### src/rtl/conway_ctrl_pkg.sv
// Shared types and default widths for the Game-of-Life generation controller.
package conway_ctrl_pkg;

    // Controller states; the 3-bit encoding is driven directly on the state port.
    typedef enum logic [2:0] {
        IDLE = 3'd0,
        LOAD = 3'd1,
        INIT = 3'd2,
        RUN  = 3'd3,
        HALT = 3'd4
    } ctrl_state_t;

    localparam int TICK_W_DEF = 24;
    localparam int GEN_W_DEF  = 16;

    // Last tick index of a generation period; a period of 0 behaves like 1.
    function automatic logic [TICK_W_DEF-1:0] last_tick_def(input logic [TICK_W_DEF-1:0] period);
        return (period == '0) ? '0 : period - TICK_W_DEF'(1);
    endfunction

endpackage

### src/rtl/conway_gen_timer.sv
// Generation period timer: counts enabled cycles and flags the last cycle of each period.
// expire is high for one enabled cycle when the count reaches max(period,1)-1; the count
// then returns to 0. While en is low the count holds and expire stays low.
module conway_gen_timer #(
    parameter int TICK_W = 24
) (
    input  logic              clk,
    input  logic              rst_n,
    input  logic              en,
    input  logic              clr,
    input  logic [TICK_W-1:0] period,
    output logic              expire,
    output logic [TICK_W-1:0] tick
);

    logic [TICK_W-1:0] tick_q;
    logic [TICK_W-1:0] last_tick;

    assign last_tick = (period == '0) ? '0 : period - TICK_W'(1);
    assign expire    = en && (tick_q == last_tick);
    assign tick      = tick_q;

    // Tick counter: cleared outside RUN, advances only while enabled, wraps at expiry.
    always_ff @(posedge clk or negedge rst_n) begin
        if (!rst_n) begin
            tick_q <= '0;
        end else if (clr) begin
            tick_q <= '0;
        end else if (en) begin
            if (expire) begin
                tick_q <= '0;
            end else begin
                tick_q <= tick_q + TICK_W'(1);
            end
        end
    end

endmodule

### src/rtl/conway_gen_controller.sv
// Game-of-Life array sequencer: loads a pattern row by row, holds the cells in load,
// then paces generations with one-cycle grid_ena pulses, with pause/step and a limit.
// Optional build macro CONWAY_STABLE_DETECT_EN halts on a still life (stable=1).
//
// Row handshake: a row transfers on a rising clk edge where row_valid && row_ready;
// row_ready is high exactly while the FSM is in LOAD and does not depend on row_valid.
module conway_gen_controller import conway_ctrl_pkg::*; #(
    parameter int ROWS   = 8,
    parameter int COLS   = 8,
    parameter int TICK_W = TICK_W_DEF,
    parameter int GEN_W  = GEN_W_DEF
) (
    input  logic                 clk,
    input  logic                 rst_n,
    input  logic                 start,
    input  logic                 pause,
    input  logic                 step,
    input  logic [TICK_W-1:0]    period,
    input  logic [GEN_W-1:0]     max_gen,
    input  logic [COLS-1:0]      row_data,
    input  logic                 row_valid,
    output logic                 row_ready,
    input  logic                 grid_changed,
    output logic [ROWS*COLS-1:0] grid_state_0,
    output logic                 grid_rst,
    output logic                 grid_ena,
    output logic [GEN_W-1:0]     gen_count,
    output logic [2:0]           state,
    output logic                 done,
    output logic                 stable
);

    localparam int IDX_W = (ROWS > 1) ? $clog2(ROWS) : 1;

    ctrl_state_t           state_q;
    ctrl_state_t           state_d;
    logic [IDX_W-1:0]      row_idx_q;
    logic [ROWS*COLS-1:0]  grid_q;
    logic [GEN_W-1:0]      gen_count_q;
    logic                  grid_rst_q;
    logic                  grid_ena_q;
    logic                  done_q;
    logic                  stable_q;

    logic                  load_start;
    logic                  row_accept;
    logic                  last_row;
    logic                  timer_en;
    logic                  timer_clr;
    logic                  tick_expire;
    logic [TICK_W-1:0]     tick_value;
    logic                  gen_fire;
    logic                  gen_limit_hit;
    logic                  still_life;
    logic                  enter_halt;
    logic                  unused_tick;

    // ------------------------------------------------------------------
    // Generation timer: runs only in RUN and only while not paused, so a
    // pause on the expiry cycle defers the expiry to the first free cycle.
    // ------------------------------------------------------------------
    assign timer_en  = (state_q == RUN) && !pause;
    assign timer_clr = (state_q != RUN);

    conway_gen_timer #(
        .TICK_W (TICK_W)
    ) u_timer (
        .clk    (clk),
        .rst_n  (rst_n),
        .en     (timer_en),
        .clr    (timer_clr),
        .period (period),
        .expire (tick_expire),
        .tick   (tick_value)
    );

    assign unused_tick = ^tick_value;

    // ------------------------------------------------------------------
    // Handshake and generation strobes
    // ------------------------------------------------------------------
    assign row_ready  = (state_q == LOAD);
    assign row_accept = row_valid && row_ready;
    assign last_row   = (row_idx_q == IDX_W'(ROWS - 1));

    // A pulse is never issued in the cycle right after another pulse, which
    // keeps at least one idle cycle between pulses for period<=1 and for
    // back-to-back steps (a step landing on a pulse cycle is dropped).
    assign gen_fire = (state_q == RUN) && !grid_ena_q && (pause ? step : tick_expire);

    // gen_count already holds the incremented value during the pulse cycle.
    assign gen_limit_hit = (max_gen != '0) && (gen_count_q == max_gen);

`ifdef CONWAY_STABLE_DETECT_EN
    // grid_changed is captured on the edge that ends the pulse cycle.
    assign still_life = grid_ena_q && !grid_changed;
`else
    logic unused_grid_changed;
    assign unused_grid_changed = grid_changed;
    assign still_life          = 1'b0;
`endif

    assign enter_halt = (state_q == RUN) && (state_d == HALT);

    // FSM state register.
    always_ff @(posedge clk or negedge rst_n) begin
        if (!rst_n) begin
            state_q <= IDLE;
        end else begin
            state_q <= state_d;
        end
    end

    // FSM next-state logic; start is honoured only in IDLE and HALT.
    always_comb begin
        state_d    = state_q;
        load_start = 1'b0;
        case (state_q)
            IDLE: begin
                if (start) begin
                    state_d    = LOAD;
                    load_start = 1'b1;
                end
            end
            LOAD: begin
                if (row_accept && last_row) begin
                    state_d = INIT;
                end
            end
            INIT: begin
                state_d = RUN;
            end
            RUN: begin
                if (grid_ena_q && (still_life || gen_limit_hit)) begin
                    state_d = HALT;
                end
            end
            HALT: begin
                if (start) begin
                    state_d    = LOAD;
                    load_start = 1'b1;
                end
            end
            default: begin
                state_d = IDLE;
            end
        endcase
    end

    // Registered outputs, row index and generation count.
    always_ff @(posedge clk or negedge rst_n) begin
        if (!rst_n) begin
            grid_rst_q  <= 1'b1;
            grid_ena_q  <= 1'b0;
            row_idx_q   <= '0;
            gen_count_q <= '0;
            done_q      <= 1'b0;
            stable_q    <= 1'b0;
        end else begin
            grid_rst_q <= (state_d == IDLE) || (state_d == LOAD) || (state_d == INIT);
            grid_ena_q <= gen_fire;
            if (load_start) begin
                row_idx_q   <= '0;
                gen_count_q <= '0;
                done_q      <= 1'b0;
                stable_q    <= 1'b0;
            end else begin
                if (row_accept) begin
                    row_idx_q <= row_idx_q + IDX_W'(1);
                end
                if (gen_fire) begin
                    gen_count_q <= gen_count_q + GEN_W'(1);
                end
                if (enter_halt) begin
                    done_q   <= 1'b1;
                    stable_q <= still_life;
                end
            end
        end
    end

    // Initial-state bus: each accepted row lands in its own COLS-wide slice.
    always_ff @(posedge clk or negedge rst_n) begin
        if (!rst_n) begin
            grid_q <= '0;
        end else begin
            for (int r = 0; r < ROWS; r++) begin
                if (row_accept && (row_idx_q == IDX_W'(r))) begin
                    grid_q[r*COLS +: COLS] <= row_data;
                end
            end
        end
    end

    assign grid_state_0 = grid_q;
    assign grid_rst     = grid_rst_q;
    assign grid_ena     = grid_ena_q;
    assign gen_count    = gen_count_q;
    assign state        = state_q;
    assign done         = done_q;
    assign stable       = stable_q;

endmodule

### config.mk
export PLATFORM = sky130hd
export DESIGN_NAME = conway_gen_controller
export DESIGN_NICKNAME = d
export VERILOG_FILES = /design/src/rtl/conway_ctrl_pkg.sv /design/src/rtl/conway_gen_timer.sv /design/src/rtl/conway_gen_controller.sv
export SDC_FILE = /design/constraint.sdc
export NUM_CORES = 1
export LEC_CHECK = 0
export ABC_AREA = 1
export CORE_UTILIZATION = 45
export CTS_CLUSTER_SIZE = 8
export DETAILED_ROUTE_END_ITERATION = 8
export PLACE_DENSITY = 0.71
export SYNTH_ARGS = -nofsm -noshare
export SYNTH_HDL_FRONTEND = slang
export SYNTH_HIERARCHICAL = 1
export SYNTH_SLANG_ARGS = --single-unit
### constraint.sdc
create_clock -name clk -period 3.14 [get_ports clk]
set_input_delay 0.314 -clock clk [delete_from_list [all_inputs] [get_ports clk]]
set_output_delay 0.314 -clock clk [all_outputs]
set_load 0.01 [all_outputs]
==> results by group <==
Floorplanning
  • Die footprint: 16380 um^2
  • Std cell rows: between 40 and 50
  • Core Box Area: roughly 15000 um^2
  • Top Ports: 143
  • Die height: 128 um
  • Starting Density: 0.4648
  • Die width: roughly 130 um

Yosys
  • Synth cell types: 40
  • Synth async-reset ratio: 1.000
  • Area contributors post-synth: dfrtp_1 39%, nand2_1 19%, inv_1 6.6%
  • Post-synth top area cell: dfrtp_1
  • Area share of the largest cell type after synthesis: 0.3923
  • Mapped cell area: roughly 7000 um^2
  • FF+latch count, synth: 113
  • Synthesis Warnings: 6
  • Number of flops mapped to enable cells by yosys: 0
  • Sequential element share of the synthesized area: 0.3960
  • Net count after synthesis: 1098
  • Post-synth top flop: dfrtp_1
  • Post-Synthesis Cells: between 1000 and 1500
  • Syn_area_per_cell: 6.909 um^2

Global routing
  • Vias in the first global route: 6909
  • First-pass GRT wire length: around 33000 um
  • Antenna violations before repair: 0
  • Tot GR Track Use: 0.2626
  • Largest net degree at the start of global routing: a little over 60
  • Overflow after GRT: 0

Pwr
  • Design Power: 6149 uW
  • VDD IR-drop max: 629.1 uV
  • P per Cell Area: 620.7 nW/um^2
  • LEAKAGE: 0.004736 uW

Cells and area
  • Most frequent cells in the layout: 360 x nand2_1, 136 x clkdlybuf4s50_1, 124 x inv_1, 112 x dfrtp_1, 93 x nor2_1
  • N_diodes: 0
  • Fin nets: 1309
  • Layout fillers: 1382
  • Share of cells above drive strength 1: 0.1280
  • Commonest non-fill, non-tap cell in the layout: nand2_1
  • Area Growth Syn to Fin: 38.65%
  • Final instance area: between 9000 and 10000 um^2

Route
  • DR WL/cell: 14.28 um
  • Avg Vias per Cell: 4.957
  • DRC viols: 0
  • Final ANT Viol Nets: 0
  • Initial drt markers: 473
  • Detailed Route WL: 20980 um
  • Via count: between 7000 and 8000
  • Initial DRT Pass Iterations: 7

Timing
  • Worst slew pin tran: between 700 and 800 ps
  • Slew margin rel.: 0.4952
  • Hold violation total from the final report: 0
  • Fraction of the cycle the final worst path needs: 0.9250
  • Clock Skew: ~8.3 ps
  • Final Critical Period: 2904 ps
  • RSZ-0062 raised after global routing: no
  • WHS: 482.5 ps
  • Pins over their slew limit: 0
  • Setup Viol. Count Final: 0
  • Maximum clock frequency: between 300 and 400 MHz

Worst setup path
  • Startpoint types: primary input
  • Crit. End Element: flop
  • Critical Path RT: 3430 ps
  • WP data arrival: around 3200 ps
  • Crit path max fanout: 22
  • CP Class: primary input to flop

CTS
  • CTS Sinks: 113
  • Clock Latency Late Sink: a little over 400 ps
  • CTS tree: built
  • Number of buffers created by CTS: 17
  • Longest Clk Path Bufs: 2
  • H-tree Lvls: 4
  • Clock Pin Slew Worst Setup and Hold Paths: 60 ps
  • Clock root cell: clkbuf_16

Place
  • Hpwl dp: between 15000 and 20000 um
  • Buffers on Ports: 140
  • Standard cell area after detailed placement: 9233 um^2
  • Final GP Congestion: 0.9127

Hold path
  • HP Class: primary input to async pin

Run status
  • Outcome: completed

Run
  • Max-cap violations: 0
-- critical path, cell delays in order --
cell and delay (ps):
clkdlybuf4s50_1 440, inv_2 100, ha_4 150, nand2_4 80, nor2_8 150, nand3_4 120, buf_12 180, nand3_1 90
nand2_1 60, nor2_1 90, nand4_1 110, nor3_2 190, nand2_1 70, nor2_2 110, inv_1 50, o21ai_0 140
buf_4 140, nand3_4 60, nand2_4 90, nand2_2 80, nor2_4 160, nand3_1 80, nand2_1 70, a21oi_1 50
-- metrics by stage --
| stage | utilization | setup WS (ps) | instances | setup TNS, ps |
|---|---|---|---|---|
| after floorplan | - | 356.6 | 1034 | 0 |
| after global placement | 0.6007 | -267.8 | 1435 | -3123 |
| after detailed placement | 0.6007 | -317.9 | 1435 | -4006 |
| after CTS | 0.6396 | 88.92 | 1468 | 0 |
| after global routing | 0.6444 | 3.341 | 1469 | 0 |
| final | 0.6444 | 235.6 | 1469 | 0 |
-- Yosys cell counts (2+ instances only) --
cell      number
nand2_1      362
inv_1        126
dfrtp_1      112
nor2_1       102
nand3_1       62
o21ai_0       45
o21ai_1       42
nand4_1       34
nor3_1        25
xor2_1        18
a21oi_1       15
buf_2         10
ha_1           9
nor2_2         8
nand3_4        7
buf_6          5
clkbuf_1       5
nand3_2        5
nor4_1         5
inv_2          4
nand2_2        3
nand2_4        3
nor2_4         3
a31oi_1        2
buf_4          2
o21a_1         2
o21bai_1       2
o22ai_1        2
o31ai_1        2
or2_2          2
-- power by group --
part / total (uW) / internal (uW) / switching [uW]
clock: 1880 / 1170 / 712
sequential: 2150 / 1860 / 293
combinational: 2120 / 1070 / 1050
-- cell families after synthesis --
kind of cell / count (synthesis) / share of synthesized area
simple gates: 624 / 0.3891
xor+xnor: 19 / 0.02329
other cells: 1 / 0.0005249
flops: 113 / 0.3960
buf+inv: 153 / 0.09072
compound gates: 115 / 0.08459
fa+ha+maj: 9 / 0.01576
-- per-layer routing --
metal / share of wire / up-vias / global-route usage
met4: 0.017 / 0 / 0.08581
met1: 0.45 / 3318 / 0.3380
met5: 0 / - / 0
met2: 0.48 / 211 / 0.4476
li1: - / 3722 / -
met3: 0.053 / 31 / 0.04591
-- final cells by class --
class	instances	area, um^2	area share
clock buffer	20	466.7	0.04711
clock inverter	12	121.4	0.01225
inverter	130	488.0	0.04926
multi-input combinational	768	3727	0.3763
sequential	113	2829	0.2856
tap	211	264.0	0.02665
timing repair buffer	215	2009	0.2029
-- registers in the layout, summed over array words and instances, names as in the netlist --
signal and flops:
grid_state_0 64, state 3, grid_ena 1, row_idx_q 3
done 1, grid_rst 1, u_timer/tick 24, gen_count 16
-- repair_timing --
action	4_1_cts	5_1_grt
hold endpoints to repair	53	0
hold buffers	1	0
resized for setup	0	25
setup endpoints to repair	0	17
setup buffers	0	1
-- path summary, 6_finish.rpt --
kind                       depth (start not counted)              from          endpoint  slack, ps
max in group asynchronous                          3             rst_n          grid_rst       1830
min in group clk                                   2  grid_state_0[16]  grid_state_0[16]        480
hold / removal                                     2             rst_n   grid_state_0[3]        480
hold reg to reg                                    2  grid_state_0[16]  grid_state_0[16]        480
setup / recovery                                  24         period[0]     gen_count[10]        240
setup reg to reg                                  19          state[2]     gen_count[10]        650
Note: power is estimated with default switching activity, not from simulation.
==> RTL change: new RTL, config.mk and constraints unchanged <==
Make the reset (`rst_n`) synchronous in 4 clocked blocks.
--- a/src/rtl/conway_gen_timer.sv
+++ b/src/rtl/conway_gen_timer.sv
@@ -22,5 +22,5 @@
 
     // Tick counter: cleared outside RUN, advances only while enabled, wraps at expiry.
-    always_ff @(posedge clk or negedge rst_n) begin
+    always_ff @(posedge clk) begin
         if (!rst_n) begin
             tick_q <= '0;
--- a/src/rtl/conway_gen_controller.sv
+++ b/src/rtl/conway_gen_controller.sv
@@ -104,5 +104,5 @@
 
     // FSM state register.
-    always_ff @(posedge clk or negedge rst_n) begin
+    always_ff @(posedge clk) begin
         if (!rst_n) begin
             state_q <= IDLE;
@@ -149,5 +149,5 @@
 
     // Registered outputs, row index and generation count.
-    always_ff @(posedge clk or negedge rst_n) begin
+    always_ff @(posedge clk) begin
         if (!rst_n) begin
             grid_rst_q  <= 1'b1;
@@ -181,5 +181,5 @@
 
     // Initial-state bus: each accepted row lands in its own COLS-wide slice.
-    always_ff @(posedge clk or negedge rst_n) begin
+    always_ff @(posedge clk) begin
         if (!rst_n) begin
             grid_q <= '0;
Behaviour: differs if rst_n is asserted again (counterexample within 4 cycles, from zero or initial values and one cycle with rst_n low); with rst_n held inactive, the same outputs for 10 cycles.
==> RTL change against the original RTL <==
- register-to-register slack worse by 70 ps
- sequential cell count unchanged
- wire length down 12%
- design area down 7.4%
- clock skew about the same
- worst setup slack worse by 95 ps
- area after synthesis down 10%
- critical path type unchanged
- highest routed layer unchanged
Power is not compared: it rests on default switching activity, and its combinational part moved more than twofold at a synthesized area within 25%.
==> RTL change: results (changes against the original RTL) <==
GRT met1 Usage=0.3130 (-0.02500); Compound-Gate Fraction of Synth Area=0.09321 (+0.008625); Max Clock Skew=8.003 ps (-0.2669 ps); clk tree area frac=0.05960 (+0.0002358); vias in the first global route=6076 (-12%); Synth top cells by count=225 x nand2_1, 182 x nor2_1, 113 x dfxtp_1, 108 x inv_1, 74 x nand3_1; Via density=4.945 (-0.24%); first-pass GRT wire length=29150 um (-13%); placed instance count=1342 (-6.5%); DRT Pass-1 Iters=5 (-2); HPWL Detailed=13350 um (-14%); reg-to-reg slack, setup=580 ps (-70 ps); fraction of registers with async set/reset=0 (-1.000); adder-cell share of the synthesized area=0.01755 (+0.001789); Clock Buffer Count=19 (-5.0%); f_max=0.3334 GHz (-3.2%); post-synthesis sequential area ratio=0.3526 (-0.04340); Total GRT Usage=0.2509 (-0.01168); Seq/total area=0.2466 (-0.03900); CP Data Arrival Time=3270 ps (+70 ps); met3 wire length=1168 um (+5.1%); status=finished, final reports clean; syn_nets=1050 (-4.4%); grt met3 use=0.06156 (+0.01565); Synth Area in XOR/XNOR=0.02457 (+0.001279); Final non-clock buffer share=0.2257 (+0.02287); Final Wtd Congestion=0.8906 (-2.4%); post-synthesis cell type count=41 (+2.5%); largest net degree at the start of global routing=49 (-20%); gate count of the mapped netlist=986 (-4.6%)
==> RTL change: logic make-up after synthesis <==
group | count (synthesis)
xor gates and xnor gates | 18
other | 1
DFF | 113
AOI/OAI and AO/OA | 115
and+or+nand+nor | 581
buffers and inverters | 149
adders and majority gates | 9
==> RTL change: stage by stage <==
stage | area (um2) | hold slack, ps
after global routing | 9174 | 486.5
after detailed placement | 8401 | 454.6
after global placement | 8401 | 447.5
after floorplan | 6416 | 474.0
final | 9174 | 458.2
after CTS | 8947 | 459.7
==> RTL change: final timing paths <==
check | start | endpoint | cells past startpoint
worst min register to register | grid_state_0[62] | grid_state_0[62] | 2
worst max-delay path | period[1] | gen_count[9] | 24
worst min-delay path | grid_state_0[62] | grid_state_0[62] | 2
worst max register to register | state[2] | u_timer/tick[23] | 17
==> RTL change: worst max-delay path, delay by kind of cell <==
kind | cells | cell delay, ps
and+or+nand+nor | 16 | 1650
buffers and inverters | 6 | 990
AOI/OAI and AO/OA | 1 | 170
adders and majority gates | 1 | 140
